<file path="config.mk">
export PLATFORM = sky130hd
export DESIGN_NAME = tramvai_module
export DESIGN_NICKNAME = d
export VERILOG_FILES = /design/src/rtl/tramvai_module.sv
export SDC_FILE = /design/constraint.sdc
export NUM_CORES = 1
export LEC_CHECK = 0
export CAP_MARGIN = 20
export CORE_MARGIN = 3
export CORE_UTILIZATION = 45
export CTS_CLUSTER_DIAMETER = 200
export DETAILED_ROUTE_END_ITERATION = 12
export GPL_ROUTABILITY_DRIVEN = 0
export REMOVE_ABC_BUFFERS = 1
export SLEW_MARGIN = 20
export SYNTH_ARGS = -nofsm -noshare
export SYNTH_HDL_FRONTEND = slang
export SYNTH_SLANG_ARGS = --single-unit
</file>
<file path="constraint.sdc">
create_clock -name clk -period 2.8 [get_ports clk]
set_input_delay 0.42 -clock clk [delete_from_list [all_inputs] [get_ports clk]]
set_output_delay 0.42 -clock clk [all_outputs]
set_load 0.005 [all_outputs]
</file>
<file path="src/rtl/tramvai_module.sv">
// Tram signal phase controller: green, flashing green, yellow, then done until cleared.
// Optional TRAMVAI_SKIP_EN: an enable with no latched tram request jumps straight to DONE.
module tramvai_module #(
    parameter int SECUNDE_VERDE       = 20,
    parameter int SECUNDE_INTERMITENT = 4,
    parameter int SECUNDE_GALBEN      = 3,
    parameter int DIV_FACTOR_SEC      = 10000000
) (
    input  logic clk,
    input  logic rst,
    input  logic enable,
    input  logic clear,
    input  logic tram_req,
    output logic done,
    output logic rosu,
    output logic galben,
    output logic verde,
    output logic req_pending
);

    localparam int SEC_MAX_VG = (SECUNDE_VERDE > SECUNDE_GALBEN) ? SECUNDE_VERDE : SECUNDE_GALBEN;
    localparam int SEC_MAX    = (SEC_MAX_VG > SECUNDE_INTERMITENT) ? SEC_MAX_VG : SECUNDE_INTERMITENT;
    localparam int SEC_W      = (SEC_MAX < 2) ? 1 : $clog2(SEC_MAX + 1);
    localparam int PRE_W      = $clog2(DIV_FACTOR_SEC);

    localparam logic [PRE_W-1:0] PRE_LAST = PRE_W'(DIV_FACTOR_SEC - 1);
    localparam logic [PRE_W-1:0] PRE_HALF = PRE_W'(DIV_FACTOR_SEC / 2);
    localparam logic [SEC_W-1:0] VERDE_LAST =
        SEC_W'((SECUNDE_VERDE > 0) ? SECUNDE_VERDE - 1 : 0);
    localparam logic [SEC_W-1:0] INTER_LAST =
        SEC_W'((SECUNDE_INTERMITENT > 0) ? SECUNDE_INTERMITENT - 1 : 0);
    localparam logic [SEC_W-1:0] GALBEN_LAST =
        SEC_W'((SECUNDE_GALBEN > 0) ? SECUNDE_GALBEN - 1 : 0);

    typedef enum logic [2:0] {
        S_IDLE,
        S_VERDE,
        S_INTERMITENT,
        S_GALBEN,
        S_DONE
    } state_t;

    state_t           state_q, state_d;
    logic [PRE_W-1:0] preCnt_q, preCnt_d;
    logic [SEC_W-1:0] secCnt_q, secCnt_d;
    logic             req_q, req_d;
    logic             rosu_q, rosu_d;
    logic             galben_q, galben_d;
    logic             verde_q, verde_d;
    logic             done_q, done_d;

    logic tick;
    logic verdeEnd;
    logic interEnd;
    logic galbenEnd;
    logic timedState;

    always_comb begin
        tick       = (preCnt_q == PRE_LAST);
        verdeEnd   = (SECUNDE_VERDE == 0) || (tick && (secCnt_q == VERDE_LAST));
        interEnd   = (SECUNDE_INTERMITENT == 0) || (tick && (secCnt_q == INTER_LAST));
        galbenEnd  = (SECUNDE_GALBEN == 0) || (tick && (secCnt_q == GALBEN_LAST));
        timedState = (state_q == S_VERDE) || (state_q == S_INTERMITENT) ||
                     (state_q == S_GALBEN);

        state_d = state_q;
        case (state_q)
            S_IDLE: begin
                if (enable) begin
`ifdef TRAMVAI_SKIP_EN
                    state_d = req_q ? S_VERDE : S_DONE;
`else
                    state_d = S_VERDE;
`endif
                end
            end
            S_VERDE:       if (verdeEnd)  state_d = S_INTERMITENT;
            S_INTERMITENT: if (interEnd)  state_d = S_GALBEN;
            S_GALBEN:      if (galbenEnd) state_d = S_DONE;
            S_DONE:        state_d = S_DONE;
            default:       state_d = S_IDLE;
        endcase
        if (clear) begin
            state_d = S_IDLE;
        end

        // Counters only run while staying in a timed state; any entry restarts them at 0.
        preCnt_d = '0;
        secCnt_d = '0;
        if (timedState && (state_d == state_q)) begin
            if (tick) begin
                secCnt_d = secCnt_q + SEC_W'(1);
            end else begin
                preCnt_d = preCnt_q + PRE_W'(1);
                secCnt_d = secCnt_q;
            end
        end

        req_d = req_q;
        if ((state_q == S_IDLE) && (state_d == S_VERDE)) begin
            req_d = 1'b0;
        end else if (tram_req && ((state_q == S_IDLE) || (state_q == S_DONE))) begin
            req_d = 1'b1;
        end

        rosu_d   = (state_d == S_IDLE) || (state_d == S_DONE);
        galben_d = (state_d == S_GALBEN);
        verde_d  = (state_d == S_VERDE) ||
                   ((state_d == S_INTERMITENT) && (preCnt_d < PRE_HALF));
        done_d   = (state_d == S_DONE);
    end

    always_ff @(posedge clk or posedge rst) begin
        if (rst) begin
            state_q  <= S_IDLE;
            preCnt_q <= '0;
            secCnt_q <= '0;
            req_q    <= 1'b0;
            rosu_q   <= 1'b1;
            galben_q <= 1'b0;
            verde_q  <= 1'b0;
            done_q   <= 1'b0;
        end else begin
            state_q  <= state_d;
            preCnt_q <= preCnt_d;
            secCnt_q <= secCnt_d;
            req_q    <= req_d;
            rosu_q   <= rosu_d;
            galben_q <= galben_d;
            verde_q  <= verde_d;
            done_q   <= done_d;
        end
    end

    assign done        = done_q;
    assign rosu        = rosu_q;
    assign galben      = galben_q;
    assign verde       = verde_q;
    assign req_pending = req_q;

endmodule

</file>
# After elaboration in Yosys (flattened, before gate mapping)
# Cells that the tools add are included.
[classes]
order_cmp = 1
bitwise = 0
add_sub_neg = 2
shift = 0
n_mux = 12
n_eq_ne = 14
n_reduce_logical = 15
n_div = 0
n_mul = 0
[op_table]
columns = ["operator", "n"]
rows = [
  ["2-to-1 mux 24 bit", 2],
  ["adder 24 x 1 -> 24 bit, second input constant", 1],
  ["== test 24 bit, second input constant", 1],
  ["less-than comparator 24 x 23 -> 1 bit, second input constant", 1],
  ["2-to-1 mux 3 bit", 5],
  ["case mux 3 bit (5 select lines)", 1],
  ["== test 3 x 2 -> 1 bit, second input constant", 4],
  ["== test 5 x 2 -> 1 bit, second input constant", 2],
  ["2-to-1 mux 5 bit", 2],
  ["logical AND 1 bit", 7],
  ["== test 3 x 1 -> 1 bit, second input constant", 2],
  ["== test 3 bit, second input constant", 2],
  ["logical NOT 3 bit", 2],
  ["adder 5 x 1 -> 5 bit, second input constant", 1],
  ["== test 5 bit, second input constant", 1],
  ["logical OR 1 bit", 5],
  ["== test 3 bit", 1],
  ["2-to-1 mux 1 bit", 2],
  ["!= test 2 bit, second input constant", 1],
  ["nonzero test 2 bit", 1],
]
[totals]
ramBits = 0
inputBits = 5
latchBits = 0
wordCells = 52
mem_count = 0
register_bits = 37
romBits = 0

# Depth between registers and ports, before layout
[logic_depth]
word_depth = 11
mapped_depth = 9
ltp_nobuf = 9

# Least setup slack after synthesis
# OpenSTA, ideal clock, no wires.
[synth_path]
path_type = "reg2reg"
start = "register preCnt_q[11]"
end = "register verde_q, in the netlist verde"
synth_period_minus_slack_ps = 2159
arrival_time_ps = 2034
setup_ps = 125
setup_slack_ps = 641
path_buffers = 1
stages_incl_launch_ff = 9
cell_sequence = "dfrtp_1 -> buf_6 -> nor4b_2 -> nand4_4 -> nor4_4 -> a21oi_2 -> o31a_4 -> o21ai_2 -> o31ai_2"
[synth_between]
elab_chain_len = 11
[synth_lines]
columns = ["item", "line_no", "text"]
rows = [
  ["from (decl)", "44", "logic [PRE_W-1:0] preCnt_q, preCnt_d;"],
  ["from (signal assigned)", "125", "preCnt_q <= preCnt_d;"],
  ["== test 24 bit *", "59", "tick = (preCnt_q == PRE_LAST);"],
  ["logical AND 1 bit, on equally long branches", "62, 60, 61", ""],
  ["2-to-1 mux 3 bit, on equally long branches", "79, 77, 78", ""],
  ["case mux 3 bit (5 select lines) *", "67", "case (state_q)"],
  ["2-to-1 mux 3 bit *", "83", "if (clear) begin"],
  ["named net state_d[0]", "43", "state_t state_q, state_d;"],
  ["== test 3 bit", "90", "if (timedState && (state_d == state_q)) begin"],
  ["logical AND 1 bit", "90", ""],
  ["2-to-1 mux 24 bit", "90", ""],
  ["less-than comparator 24 x 23 -> 1 bit", "109", "((state_d == S_INTERMITENT) && (preCnt_d < PRE_HALF));"],
  ["logical AND 1 bit", "109", ""],
  ["logical OR 1 bit *", "108", "verde_d = (state_d == S_VERDE) ||"],
  ["named net verde_d", "49", "logic verde_q, verde_d;"],
  ["to (signal assigned)", "130", "verde_q <= verde_d;"],
  ["to (decl)", "49", ""],
]
# The timed path passes the listed nets; every way through them passes the cells marked *.
# A chain may end at the register's enable or synchronous reset.

# Worst setup path in the final report
[layout_path]
start = "register preCnt_q[0]"
end = "register verde_q, in the netlist verde"
[layout_between]
elab_chain_len = 11
[layout_lines]
columns = ["item", "line_no"]
rows = [
  ["== test 24 bit", "59"],
  ["logical AND 1 bit, on equally long branches", "62, 60, 61"],
  ["2-to-1 mux 3 bit, on equally long branches", "79, 77, 78"],
  ["case mux 3 bit (5 select lines)", "67"],
  ["2-to-1 mux 3 bit", "83"],
  ["== test 3 bit", "90"],
  ["logical AND 1 bit", "90"],
  ["2-to-1 mux 24 bit", "90"],
  ["less-than comparator 24 x 23 -> 1 bit", "109"],
  ["logical AND 1 bit", "109"],
  ["logical OR 1 bit *", "108"],
  ["named net verde_d", "49"],
]
# Marks and branches as above.

==> impl_metrics.tcl <==
set metrics [dict create \
    ctsResizeCount 0 \
    start_util_pct 47.3 \
    netlist.area_leader.share_pct 36.6 \
    postRouteAntennaNets 0 \
    fin_crit_sh_pct 87.4 \
    ys.flop_type "dfrtp_1" \
    drt_wl_total_um 5090 \
    crit_path_end_kind "register" \
    setup_viol_count_final 0 \
    insertedDiodeCount 0 \
    post_dp_cell_area_sq_um 2580 \
    fin_nets 279 \
    drc 0 \
    cts_tree "yes" \
    dp.cells 334 \
    path_buf_inv 0 \
    syn_avg_cell_area_sq_um 9.22 \
    grt_max_degree 38 \
    die-area_sq_um 6400 \
    status "finished, final reports clean" \
    post-route-worst-setup-slack_ns 0.354 \
    place_ws_ns 0.367 \
    cp.required_ns 3.00 \
    path_cells "ha_1 -> nand4_1 -> or4_1 -> o221ai_1 -> o211ai_1 -> o211ai_2 -> a311oi_2 -> o31ai_2" \
    wl_met3_um 206 \
    vias 1912 \
    design_area_sq_um 2680 \
    clock.fmax_mhz 409 \
    yosysWarnings 0 \
    synth-edff-count 0 \
    yosysSeqAreaShare_pct 37.7 \
    cts-root-buf "clkbuf_8" \
    cts_setup_buffers 0 \
    grt_setup_unrepaired "no" \
    p_leak_uw 0.00103 \
    hp-class "register to register" \
    wl_met1_um 2390 \
    stdcell_count 342 \
    rows 26 \
    dp_hpwl_um 3640 \
    overflow 0 \
    port_buffers 9 \
    die_w_um 80.0 \
    netlist_top_cells_count "nor2_1, dfrtp_1, nand2_1" \
    cts_hold_buf 0 \
    netlist_area_sq_um 2460 \
    clkLatencyLatePin_ns 0.29 \
    antenna_found_initial 0 \
    path_delay_family "simple AND/OR/NAND/NOR gates" \
    tightest_slew_ns 0.496 \
    cts_made_buffers 5 \
    synth.most_common_cell "nor2_1" \
    dieHeight_um 80.0 \
    cts.sinks 37 \
    skew_ns 0.00982 \
    top_layer "met4" \
    core-area_sq_um 5200 \
    ios 10 \
    fin_hold_ws_ns 0.519 \
    tns_ns 0 \
    firstDrtPassIters 4 \
    syn_inst 267 \
    power.density_nw_per_um2 380 \
    ys_async_sr_fraction_pct 100 \
    start_kind "register" \
    yosysUniqueCellTypes 58 \
    drive_gt1_share_pct 14.0 \
    hold_viol_final 0 \
    grt_pass1_wl_um 8940 \
    max_stage_delay_ns 0.66 \
    ys_ff_latch 37 \
    layout_min_cycle_time_ns 2.45 \
    grt_use_total_pct 17.7 \
    synth_area_leaders "dfrtp_1, nor2_1, xnor2_1" \
    viasPerCell 5.59 \
    cpMaxStageDelayCell "or4_1" \
    crit_fanout 7 \
    synth_area_leader_cell "dfrtp_1" \
    slew_headroom_pct 67.0 \
    arrival_ns 2.64 \
    htree_levels 2 \
    path_class "register to register" \
    wl_met2_um 2400 \
    clkTransAtPathRegs_ns 0.07 \
    grt_pass1_vias 1861 \
    maxSlewViolCount 0 \
    clockBufferDepth 2 \
    drtIter0Drc 72 \
    cap_viol_max_count 0 \
    routedWlPerCell_um 14.9 \
    syn_to_final_growth_pct 8.99 \
    ir_drop_mv 0.254 \
]
-- through the flow --
step / power, uW / utilization, %
3_3_place_gp: 621 / 49.6
4_1_cts: 1030 / 51.6
2_1_floorplan: 591 / -
3_5_place_dp: 622 / 49.6
6_report: 1020 / 51.6
5_1_grt: 1070 / 51.6
-- layout by cell type, fill, tap and decap left out, types with 5 or more instances in the layout --
cell             instances
nor4_1                   5
xor2_1                  13
buf_4                    5
or3_1                    5
nor2_1                  40
dfrtp_1                 36
xnor2_1                 13
nand4_1                  9
clkbuf_8                 7
nand2_1                 24
a21oi_1                  7
clkdlybuf4s50_1          9
nand3_1                  7
inv_1                   10
nor3_1                   8
-- cell type report --
| class | count | area (sq um) |
|---|---|---|
| Clock buffer | 7 | 96.3 |
| Clock inverter | 1 | 5.00 |
| Fill cell | 510 | 2520 |
| Inverter | 10 | 37.5 |
| Multi-Input combinational cell | 203 | 1400 |
| Sequential cell | 37 | 927 |
| Tap cell | 70 | 87.6 |
| Timing Repair Buffer | 14 | 128 |
-- cell families after synthesis --
logic type / Yosys count / share of synthesized area [%]
DFF: 37 / 37.7
buffers and inverters: 27 / 5.39
AOI/OAI and AO/OA: 41 / 13.6
xor gates and xnor gates: 26 / 9.25
and+or+nand+nor: 132 / 32.2
muxes: 1 / 0.407
adders and majority gates: 3 / 1.52
-- worst reg2reg max path, delay by kind of cell, from the launching register on --
family | cells | cell delay [ns]
and+or+nand+nor | 2 | 0.94
AOI/OAI and AO/OA | 5 | 0.77
DFF | 1 | 0.46
adders and majority gates | 1 | 0.20
-- report_power, final --
| group | internal (uW) | switching (uW) |
|---|---|---|
| Sequential | 542 | 5.72 |
| Clock | 223 | 188 |
| Combinational | 26.2 | 34.4 |
| Total | 791 | 228 |
-- path summary, 6_finish.rpt --
path                        startpoint           end  slack [ns]  cells past startpoint
max                        preCnt_q[0]         verde        0.35                      8
min                        req_pending   req_pending        0.52                      2
max reg2reg                preCnt_q[0]         verde        0.35                      8
min reg2reg                req_pending   req_pending        0.52                      2
max in group asynchronous          rst          rosu        1.90                      3
min in group asynchronous          rst  preCnt_q[16]        0.54                      3
-- sequential cells by signal, summed over array words and instances (netlist names) --
name	flops
secCnt_q	5
done	1
rosu	1
galben	1
req_pending	1
verde	1
preCnt_q	24
state_q	3
-- per-layer routing --
layer | up-vias | GRT usage (%)
li1 | 960 | -
met4 | 0 | 6.42
met2 | 41 | 28.4
met3 | 9 | 3.84
met5 | - | 0
met1 | 902 | 23.4
(Power assumes the default switching activity.)
